### config.mk
export PLATFORM = sky130hd
export DESIGN_NAME = pusch_iq_out_formatter
export DESIGN_NICKNAME = d
export VERILOG_FILES = /design/src/rtl/pusch_out_pkg.sv /design/src/rtl/iq_sync_fifo.sv /design/src/rtl/pusch_iq_out_formatter.sv
export SDC_FILE = /design/constraint.sdc
export NUM_CORES = 1
export LEC_CHECK = 0
export CORE_ASPECT_RATIO = 1.25
export CORE_MARGIN = 4
export CORE_UTILIZATION = 45
export CTS_BUF_LIST = sky130_fd_sc_hd__clkbuf_8 sky130_fd_sc_hd__clkbuf_16
export CTS_CLUSTER_DIAMETER = 40
export DETAILED_ROUTE_END_ITERATION = 10
export GPL_TIMING_DRIVEN = 0
export PLACE_DENSITY = 0.62
export SETUP_SLACK_MARGIN = 0.3
export SKIP_CTS_REPAIR_TIMING = 1
export SYNTH_ARGS = -nofsm -noshare
export SYNTH_HDL_FRONTEND = slang
export SYNTH_SLANG_ARGS = --single-unit
### constraint.sdc
create_clock -name clk -period 7.07 [get_ports clk]
set_clock_uncertainty 0.1 [all_clocks]
set_input_delay 1.0605 -clock clk [delete_from_list [all_inputs] [get_ports clk]]
set_output_delay 1.0605 -clock clk [all_outputs]
set_load 0.03 [all_outputs]
### src/rtl/pusch_out_pkg.sv
// Shared constants and helpers for the PUSCH I/Q output formatter: default
// geometry, rounding shift, saturation limits and FIFO entry field layout.
package pusch_out_pkg;

  localparam int DEF_IN_WIDTH      = 26;
  localparam int DEF_OUT_WIDTH     = 16;
  localparam int DEF_FIFO_DEPTH    = 16;
  localparam int DEF_SYM_LEN       = 2192;
  localparam int DEF_SYMS_PER_SLOT = 14;

  // FIFO entry layout: {sos, eos, data}; tags sit directly above the data field.
  localparam int ENTRY_DATA_LSB = 0;

  function automatic int shift_of(input int in_w, input int out_w);
    return in_w - out_w;
  endfunction

  function automatic int sat_pos(input int w);
    return (1 << (w - 1)) - 1;
  endfunction

  function automatic int sat_neg(input int w);
    return -(1 << (w - 1));
  endfunction

  function automatic int entry_eos_bit(input int out_w);
    return ENTRY_DATA_LSB + 2 * out_w;
  endfunction

  function automatic int entry_sos_bit(input int out_w);
    return ENTRY_DATA_LSB + 2 * out_w + 1;
  endfunction

  function automatic int entry_width(input int out_w);
    return 2 * out_w + 2;
  endfunction

  // Counter width that stays legal for a modulus of 1.
  function automatic int cnt_width(input int n);
    return (n > 1) ? $clog2(n) : 1;
  endfunction

endpackage

### src/rtl/iq_sync_fifo.sv
// Single-clock first-word-fall-through FIFO with wrap-bit pointers and a
// synchronous clear; rd_data reads as zero while empty.
module iq_sync_fifo #(
  parameter int WIDTH = 34,
  parameter int DEPTH = 16
) (
  input  logic             clk,
  input  logic             rst_n,
  input  logic             clear,
  input  logic             push,
  input  logic             pop,
  input  logic [WIDTH-1:0] wr_data,
  output logic [WIDTH-1:0] rd_data,
  output logic             full,
  output logic             empty
);

  localparam int AW = $clog2(DEPTH);

  logic [AW:0]      wr_ptr;
  logic [AW:0]      rd_ptr;
  logic [WIDTH-1:0] mem [DEPTH];
  logic             do_push;
  logic             do_pop;

  assign empty   = (wr_ptr == rd_ptr);
  assign full    = (wr_ptr[AW] != rd_ptr[AW]) && (wr_ptr[AW-1:0] == rd_ptr[AW-1:0]);
  assign do_pop  = pop && !empty && !clear;
  // A pop in the same cycle frees the slot, so a full FIFO still accepts.
  assign do_push = push && !clear && (!full || do_pop);

  // NOTE: sequential state uses non-blocking assignments so every register samples pre-edge values.
  always_ff @(posedge clk or negedge rst_n) begin
    if (!rst_n) begin
      wr_ptr <= '0;
      rd_ptr <= '0;
    end else if (clear) begin
      wr_ptr <= '0;
      rd_ptr <= '0;
    end else begin
      if (do_push) wr_ptr <= wr_ptr + (AW+1)'(1);
      if (do_pop)  rd_ptr <= rd_ptr + (AW+1)'(1);
    end
  end

  // NOTE: the storage array is deliberately not reset; the empty gate on the read port hides stale contents.
  always_ff @(posedge clk) begin
    if (do_push) mem[wr_ptr[AW-1:0]] <= wr_data;
  end

  assign rd_data = empty ? '0 : mem[rd_ptr[AW-1:0]];

endmodule

### src/rtl/pusch_iq_out_formatter.sv
// Rounds/saturates IFFT I/Q to OUT_WIDTH, tags symbol/slot boundaries and
// buffers words for a valid/ready consumer. Optional saturation event counter
// is compiled in with PUSCH_IQ_SAT_CNT_EN.
module pusch_iq_out_formatter
  import pusch_out_pkg::*;
#(
  parameter int IN_WIDTH      = DEF_IN_WIDTH,
  parameter int OUT_WIDTH     = DEF_OUT_WIDTH,
  parameter int FIFO_DEPTH    = DEF_FIFO_DEPTH,
  parameter int SYM_LEN       = DEF_SYM_LEN,
  parameter int SYMS_PER_SLOT = DEF_SYMS_PER_SLOT
) (
  input  logic                   clk,
  input  logic                   rst_n,
  input  logic                   clear,
  input  logic                   in_valid,
  input  logic [IN_WIDTH-1:0]    in_r,
  input  logic [IN_WIDTH-1:0]    in_i,
  output logic [2*OUT_WIDTH-1:0] out_data,
  output logic                   out_valid,
  input  logic                   out_ready,
  output logic                   out_sos,
  output logic                   out_eos,
  output logic                   overflow,
  output logic                   sat_flag,
  output logic [15:0]            sat_count
);

  localparam int SHIFT   = shift_of(IN_WIDTH, OUT_WIDTH);
  localparam int DW      = 2 * OUT_WIDTH;
  localparam int EW      = entry_width(OUT_WIDTH);
  localparam int EOS_BIT = entry_eos_bit(OUT_WIDTH);
  localparam int SOS_BIT = entry_sos_bit(OUT_WIDTH);
  localparam int SAMP_W  = cnt_width(SYM_LEN);
  localparam int SYM_W   = cnt_width(SYMS_PER_SLOT);

  localparam logic [OUT_WIDTH-1:0] POS_LIM = OUT_WIDTH'(sat_pos(OUT_WIDTH));
  localparam logic [OUT_WIDTH-1:0] NEG_LIM = OUT_WIDTH'(sat_neg(OUT_WIDTH));
  localparam logic [IN_WIDTH:0]    HALF    = (IN_WIDTH+1)'(1) << (SHIFT - 1);

  // Returns {saturated, value}. The sum is one bit wider than the input so the
  // rounding constant never wraps; the shifted result keeps one guard bit.
  function automatic logic [OUT_WIDTH:0] round_sat(input logic [IN_WIDTH-1:0] x);
    logic signed [IN_WIDTH:0]  tmp;
    logic signed [OUT_WIDTH:0] y;
    tmp = $signed({x[IN_WIDTH-1], x}) + $signed(HALF);
    y   = (OUT_WIDTH+1)'(tmp >>> SHIFT);
    if (y[OUT_WIDTH] != y[OUT_WIDTH-1]) return {1'b1, (y[OUT_WIDTH] ? NEG_LIM : POS_LIM)};
    return {1'b0, y[OUT_WIDTH-1:0]};
  endfunction

  logic [SAMP_W-1:0]  samp_cnt;
  logic [SYM_W-1:0]   sym_cnt;
  logic               samp_last;
  logic               sym_last;
  logic [OUT_WIDTH:0] res_r;
  logic [OUT_WIDTH:0] res_i;

  logic               s1_valid;
  logic [DW-1:0]      s1_word;
  logic               s1_sos;
  logic               s1_eos;
  logic               s1_sat;

  logic [EW-1:0]      fifo_wr;
  logic [EW-1:0]      fifo_rd;
  logic               fifo_full;
  logic               fifo_empty;
  logic               pop;
  logic               drop;

  assign samp_last = (samp_cnt == SAMP_W'(SYM_LEN - 1));
  assign sym_last  = (sym_cnt == SYM_W'(SYMS_PER_SLOT - 1));
  assign res_r     = round_sat(in_r);
  assign res_i     = round_sat(in_i);

  // Framing counters advance on every accepted sample, dropped or not.
  always_ff @(posedge clk or negedge rst_n) begin
    if (!rst_n) begin
      samp_cnt <= '0;
      sym_cnt  <= '0;
    end else if (clear) begin
      samp_cnt <= '0;
      sym_cnt  <= '0;
    end else if (in_valid) begin
      if (samp_last) begin
        samp_cnt <= '0;
        sym_cnt  <= sym_last ? '0 : sym_cnt + SYM_W'(1);
      end else begin
        samp_cnt <= samp_cnt + SAMP_W'(1);
      end
    end
  end

  always_ff @(posedge clk or negedge rst_n) begin
    if (!rst_n) begin
      s1_valid <= 1'b0;
      s1_word  <= '0;
      s1_sos   <= 1'b0;
      s1_eos   <= 1'b0;
      s1_sat   <= 1'b0;
    end else if (clear) begin
      s1_valid <= 1'b0;
      s1_sat   <= 1'b0;
    end else begin
      s1_valid <= in_valid;
      if (in_valid) begin
        s1_word <= {res_r[OUT_WIDTH-1:0], res_i[OUT_WIDTH-1:0]};
        s1_sos  <= (samp_cnt == '0);
        s1_eos  <= samp_last && sym_last;
        s1_sat  <= res_r[OUT_WIDTH] | res_i[OUT_WIDTH];
      end
    end
  end

  // NOTE: every always_comb output gets a default first, so no path can infer a latch.
  always_comb begin
    fifo_wr                              = '0;
    fifo_wr[ENTRY_DATA_LSB +: DW]        = s1_word;
    fifo_wr[EOS_BIT]                     = s1_eos;
    fifo_wr[SOS_BIT]                     = s1_sos;
  end

  assign pop  = out_valid && out_ready;
  assign drop = s1_valid && fifo_full && !pop;

  iq_sync_fifo #(
    .WIDTH (EW),
    .DEPTH (FIFO_DEPTH)
  ) u_fifo (
    .clk     (clk),
    .rst_n   (rst_n),
    .clear   (clear),
    .push    (s1_valid),
    .pop     (pop),
    .wr_data (fifo_wr),
    .rd_data (fifo_rd),
    .full    (fifo_full),
    .empty   (fifo_empty)
  );

  assign out_valid = !fifo_empty;
  assign out_data  = fifo_rd[ENTRY_DATA_LSB +: DW];
  assign out_eos   = fifo_rd[EOS_BIT];
  assign out_sos   = fifo_rd[SOS_BIT];

  always_ff @(posedge clk or negedge rst_n) begin
    if (!rst_n) begin
      overflow <= 1'b0;
      sat_flag <= 1'b0;
    end else if (clear) begin
      overflow <= 1'b0;
      sat_flag <= 1'b0;
    end else begin
      if (drop)               overflow <= 1'b1;
      if (s1_valid && s1_sat) sat_flag <= 1'b1;
    end
  end

`ifdef PUSCH_IQ_SAT_CNT_EN
  // Saturates at all-ones rather than wrapping.
  always_ff @(posedge clk or negedge rst_n) begin
    if (!rst_n) begin
      sat_count <= '0;
    end else if (clear) begin
      sat_count <= '0;
    end else if (s1_valid && s1_sat && (sat_count != 16'hFFFF)) begin
      sat_count <= sat_count + 16'd1;
    end
  end
`else
  assign sat_count = '0;
`endif

endmodule

==> flow_summary.json <==
{
  "gp_congestion": 0.8370,
  "totalWireLength_mm": 55.76,
  "ant_nets": 0,
  "worstSetupStartpoint": "u_fifo.rd_ptr[2]",
  "post-route-period-util_pct": 70.98,
  "num_vias": 12970,
  "synth.distinct_cells": 57,
  "yosysSeqAreaShare_pct": 71.68,
  "synth_area_leaders": "edfxtp_1 65%, mux4_2 12%, dfrtp_1 6.4%",
  "final_cell_mix": "544 x edfxtp_1, 136 x mux4_2, 81 x a211oi_1",
  "root_buffer": "clkbuf_16",
  "place_area_sq_mm": 0.02705,
  "n_antenna_cell": 0,
  "p_leak_nw": 9.300,
  "worst_setup_path_end_kind": "output port",
  "drtIter0Drc": 991,
  "synthCells": 1339,
  "rows": 96,
  "path_clk_slew_ns": 0.07,
  "synth.largest_area_cell": "edfxtp_1",
  "finalCriticalPeriod_ns": 5.018,
  "fmax_mhz": 199.3,
  "relSlewSlack_pct": 11.25,
  "ff2ff_setup_slack_ns": 3.73,
  "fp.coreArea_sq_mm": 0.05501,
  "drc": 0,
  "async_flop_share_pct": 10.53,
  "reg2regPathDepth": 4,
  "syn_avg_cell_area_sq_um": 18.69,
  "crit_required_ns": 5.91,
  "firstDrtPassIters": 5,
  "avgRoutedWirePerCell_microns": 24.35,
  "rsz0062_at_grt": "no",
  "pin_count": 110,
  "n_fill_cell": 4450,
  "finalSetupViolCount": 0,
  "outcome": "completed",
  "vdd_ir_drop_max_mv": 0.2068,
  "die_y_microns": 271.7,
  "cts_buffers": 60,
  "crit_type": "flip-flop to output port",
  "cp-start-kind": "flip-flop",
  "synth-edff-count": 544,
  "syn2layout_area_growth_pct": 16.27,
  "stdcell_area_sq_mm": 0.02910,
  "cts_htree_levels": 2,
  "grt_pass1_vias": 13428,
  "powerDensity_mw_per_mm2": 288.2,
  "antenna_found_initial": 0,
  "die_area_sq_mm": 0.05947,
  "cap_violations": 0,
  "arrival_ns": 3.86,
  "clock_latency_ns": 0.61,
  "synth.top_cell.area_share_pct": 65.28,
  "reg2reg_from": "u_fifo.rd_ptr[4]",
  "ys_warn_count": 0,
  "setup_tns_ns": 0,
  "die_w_microns": 218.9,
  "drt-vias-per-instance": 5.664,
  "drive_above_1_share_pct": 21.61,
  "cp_max_fo": 10,
  "ys_ff_latch": 608,
  "synth.cell_area_sq_mm": 0.02503,
  "layout_commonest_cell": "edfxtp_1",
  "portBuffers": 73,
  "endpoint": "out_eos",
  "drv_slew": 0,
  "dpl_worst_slack_ns": 2.662,
  "synthFlopType": "edfxtp_1",
  "cts_tree": "done",
  "hold_viol": 0,
  "finish.utilization_pct": 52.89,
  "tightest_slew_ns": 1.331,
  "grt_pass1_wl_mm": 84.81,
  "track_usage_pct": 19.00,
  "hp-class": "primary input to asynchronous set/reset pin",
  "reg2reg_to": "u_fifo.mem[10][26]",
  "dp_hpwl_mm": 36.77,
  "numClockSinks": 608,
  "layout.nets": 1576,
  "grt_overflow": 0,
  "floorplan.initialDensity_pct": 45.49,
  "grt_max_degree": 65,
  "timing.final.ws_setup_ns": 2.052,
  "cts_buffer_depth": 3
}
cell type report:
class | count | area [sq um] | share of cell area, %
Sequential cell | 608 | 17940 | 61.65
Multi-Input combinational cell | 642 | 6497 | 22.33
Clock buffer | 64 | 1602 | 5.504
Timing Repair Buffer | 88 | 1028 | 3.535
Tap cell | 735 | 919.6 | 3.161
Buffer | 87 | 600.6 | 2.064
Clock inverter | 49 | 447.9 | 1.539
Inverter | 17 | 63.81 | 0.2193
cell usage after synthesis (3+ instances only):
| master | count |
|---|---|
| and3_1 | 19 |
| o21ai_0 | 25 |
| buf_1 | 3 |
| and4_1 | 7 |
| nand4_1 | 15 |
| edfxtp_1 | 544 |
| inv_1 | 15 |
| a21oi_1 | 19 |
| buf_2 | 25 |
| buf_12 | 8 |
| nor2_1 | 51 |
| o31ai_1 | 6 |
| nor3_1 | 14 |
| nand2_1 | 40 |
| xor2_1 | 11 |
| nor2b_1 | 43 |
| buf_4 | 19 |
| a31oi_1 | 3 |
| nand3_1 | 19 |
| xnor2_1 | 26 |
| or4_1 | 3 |
| mux2_2 | 7 |
| ha_1 | 15 |
| mux2i_1 | 36 |
| buf_6 | 5 |
| a211oi_1 | 81 |
| mux4_2 | 136 |
| dfrtp_1 | 64 |
| clkbuf_1 | 26 |
| nor4_1 | 14 |
how the worst min path moves through the flow:
stage               startpoint  slack (ns)  depth (start not counted)           to
finish                   rst_n        0.43                          1   s1_word[9]
global route          overflow        0.46                          2     overflow
CTS                      rst_n        0.43                          1  s1_word[10]
detailed placement    overflow        0.43                          2     overflow
global placement        s1_sat        0.41                          2     sat_flag
floorplan               s1_sat        0.39                          2     sat_flag
kinds of logic (layout without fill, tap and decap cells):
group / after synthesis / after routing / share of synthesized area (%)
muxes: 179 / 179 / 13.99
other: 1 / 16 / 0.01498
adders and majority gates: 15 / 15 / 0.7500
AOI/OAI and AO/OA: 158 / 158 / 4.385
and+or+nand+nor: 237 / 237 / 5.230
xor gates and xnor gates: 37 / 37 / 1.295
DFF: 608 / 608 / 71.68
buffers and inverters: 104 / 305 / 2.655
state kept, by name (all words and copies together), names as in the netlist:
register and count:
u_fifo.mem 544, s1_word 32, samp_cnt 12, u_fifo.rd_ptr 5
u_fifo.wr_ptr 5, sym_cnt 4, overflow 1, s1_eos 1
s1_sat 1, s1_sos 1, s1_valid 1, sat_flag 1
critical path, cell delays in order, from the launching register on:
cell and delay, ns:
dfrtp_1 0.32, buf_2 0.25, buf_2 0.33, buf_1 0.76
mux2i_1 0.21, a211oi_1 0.58, clkdlybuf4s50_1 0.79
routing by layer:
layer	vias up	track usage [%]	wire length [microns]
met5	-	0	0
met4	0	4.791	1266
met3	83	2.564	2543
met2	330	32.08	28320
met1	6782	26.38	23630
li1	5775	-	-
power by group:
group,switching (mW),internal (mW)
combinational,0.474,0.423
clock,1.37,1.87
sequential,0.168,4.08
total,2.01,6.37
stage by stage:
step | std cells | total power [mW] | hold WS, ns
after floorplan | 1354 | 4.868 | 0.3876
final | 2290 | 8.387 | 0.4292
after global placement | 2162 | 5.215 | 0.4083
after CTS | 2290 | 8.465 | 0.4251
after detailed placement | 2177 | 5.237 | 0.4307
after global routing | 2290 | 8.678 | 0.4585
(Power assumes the default switching activity.)
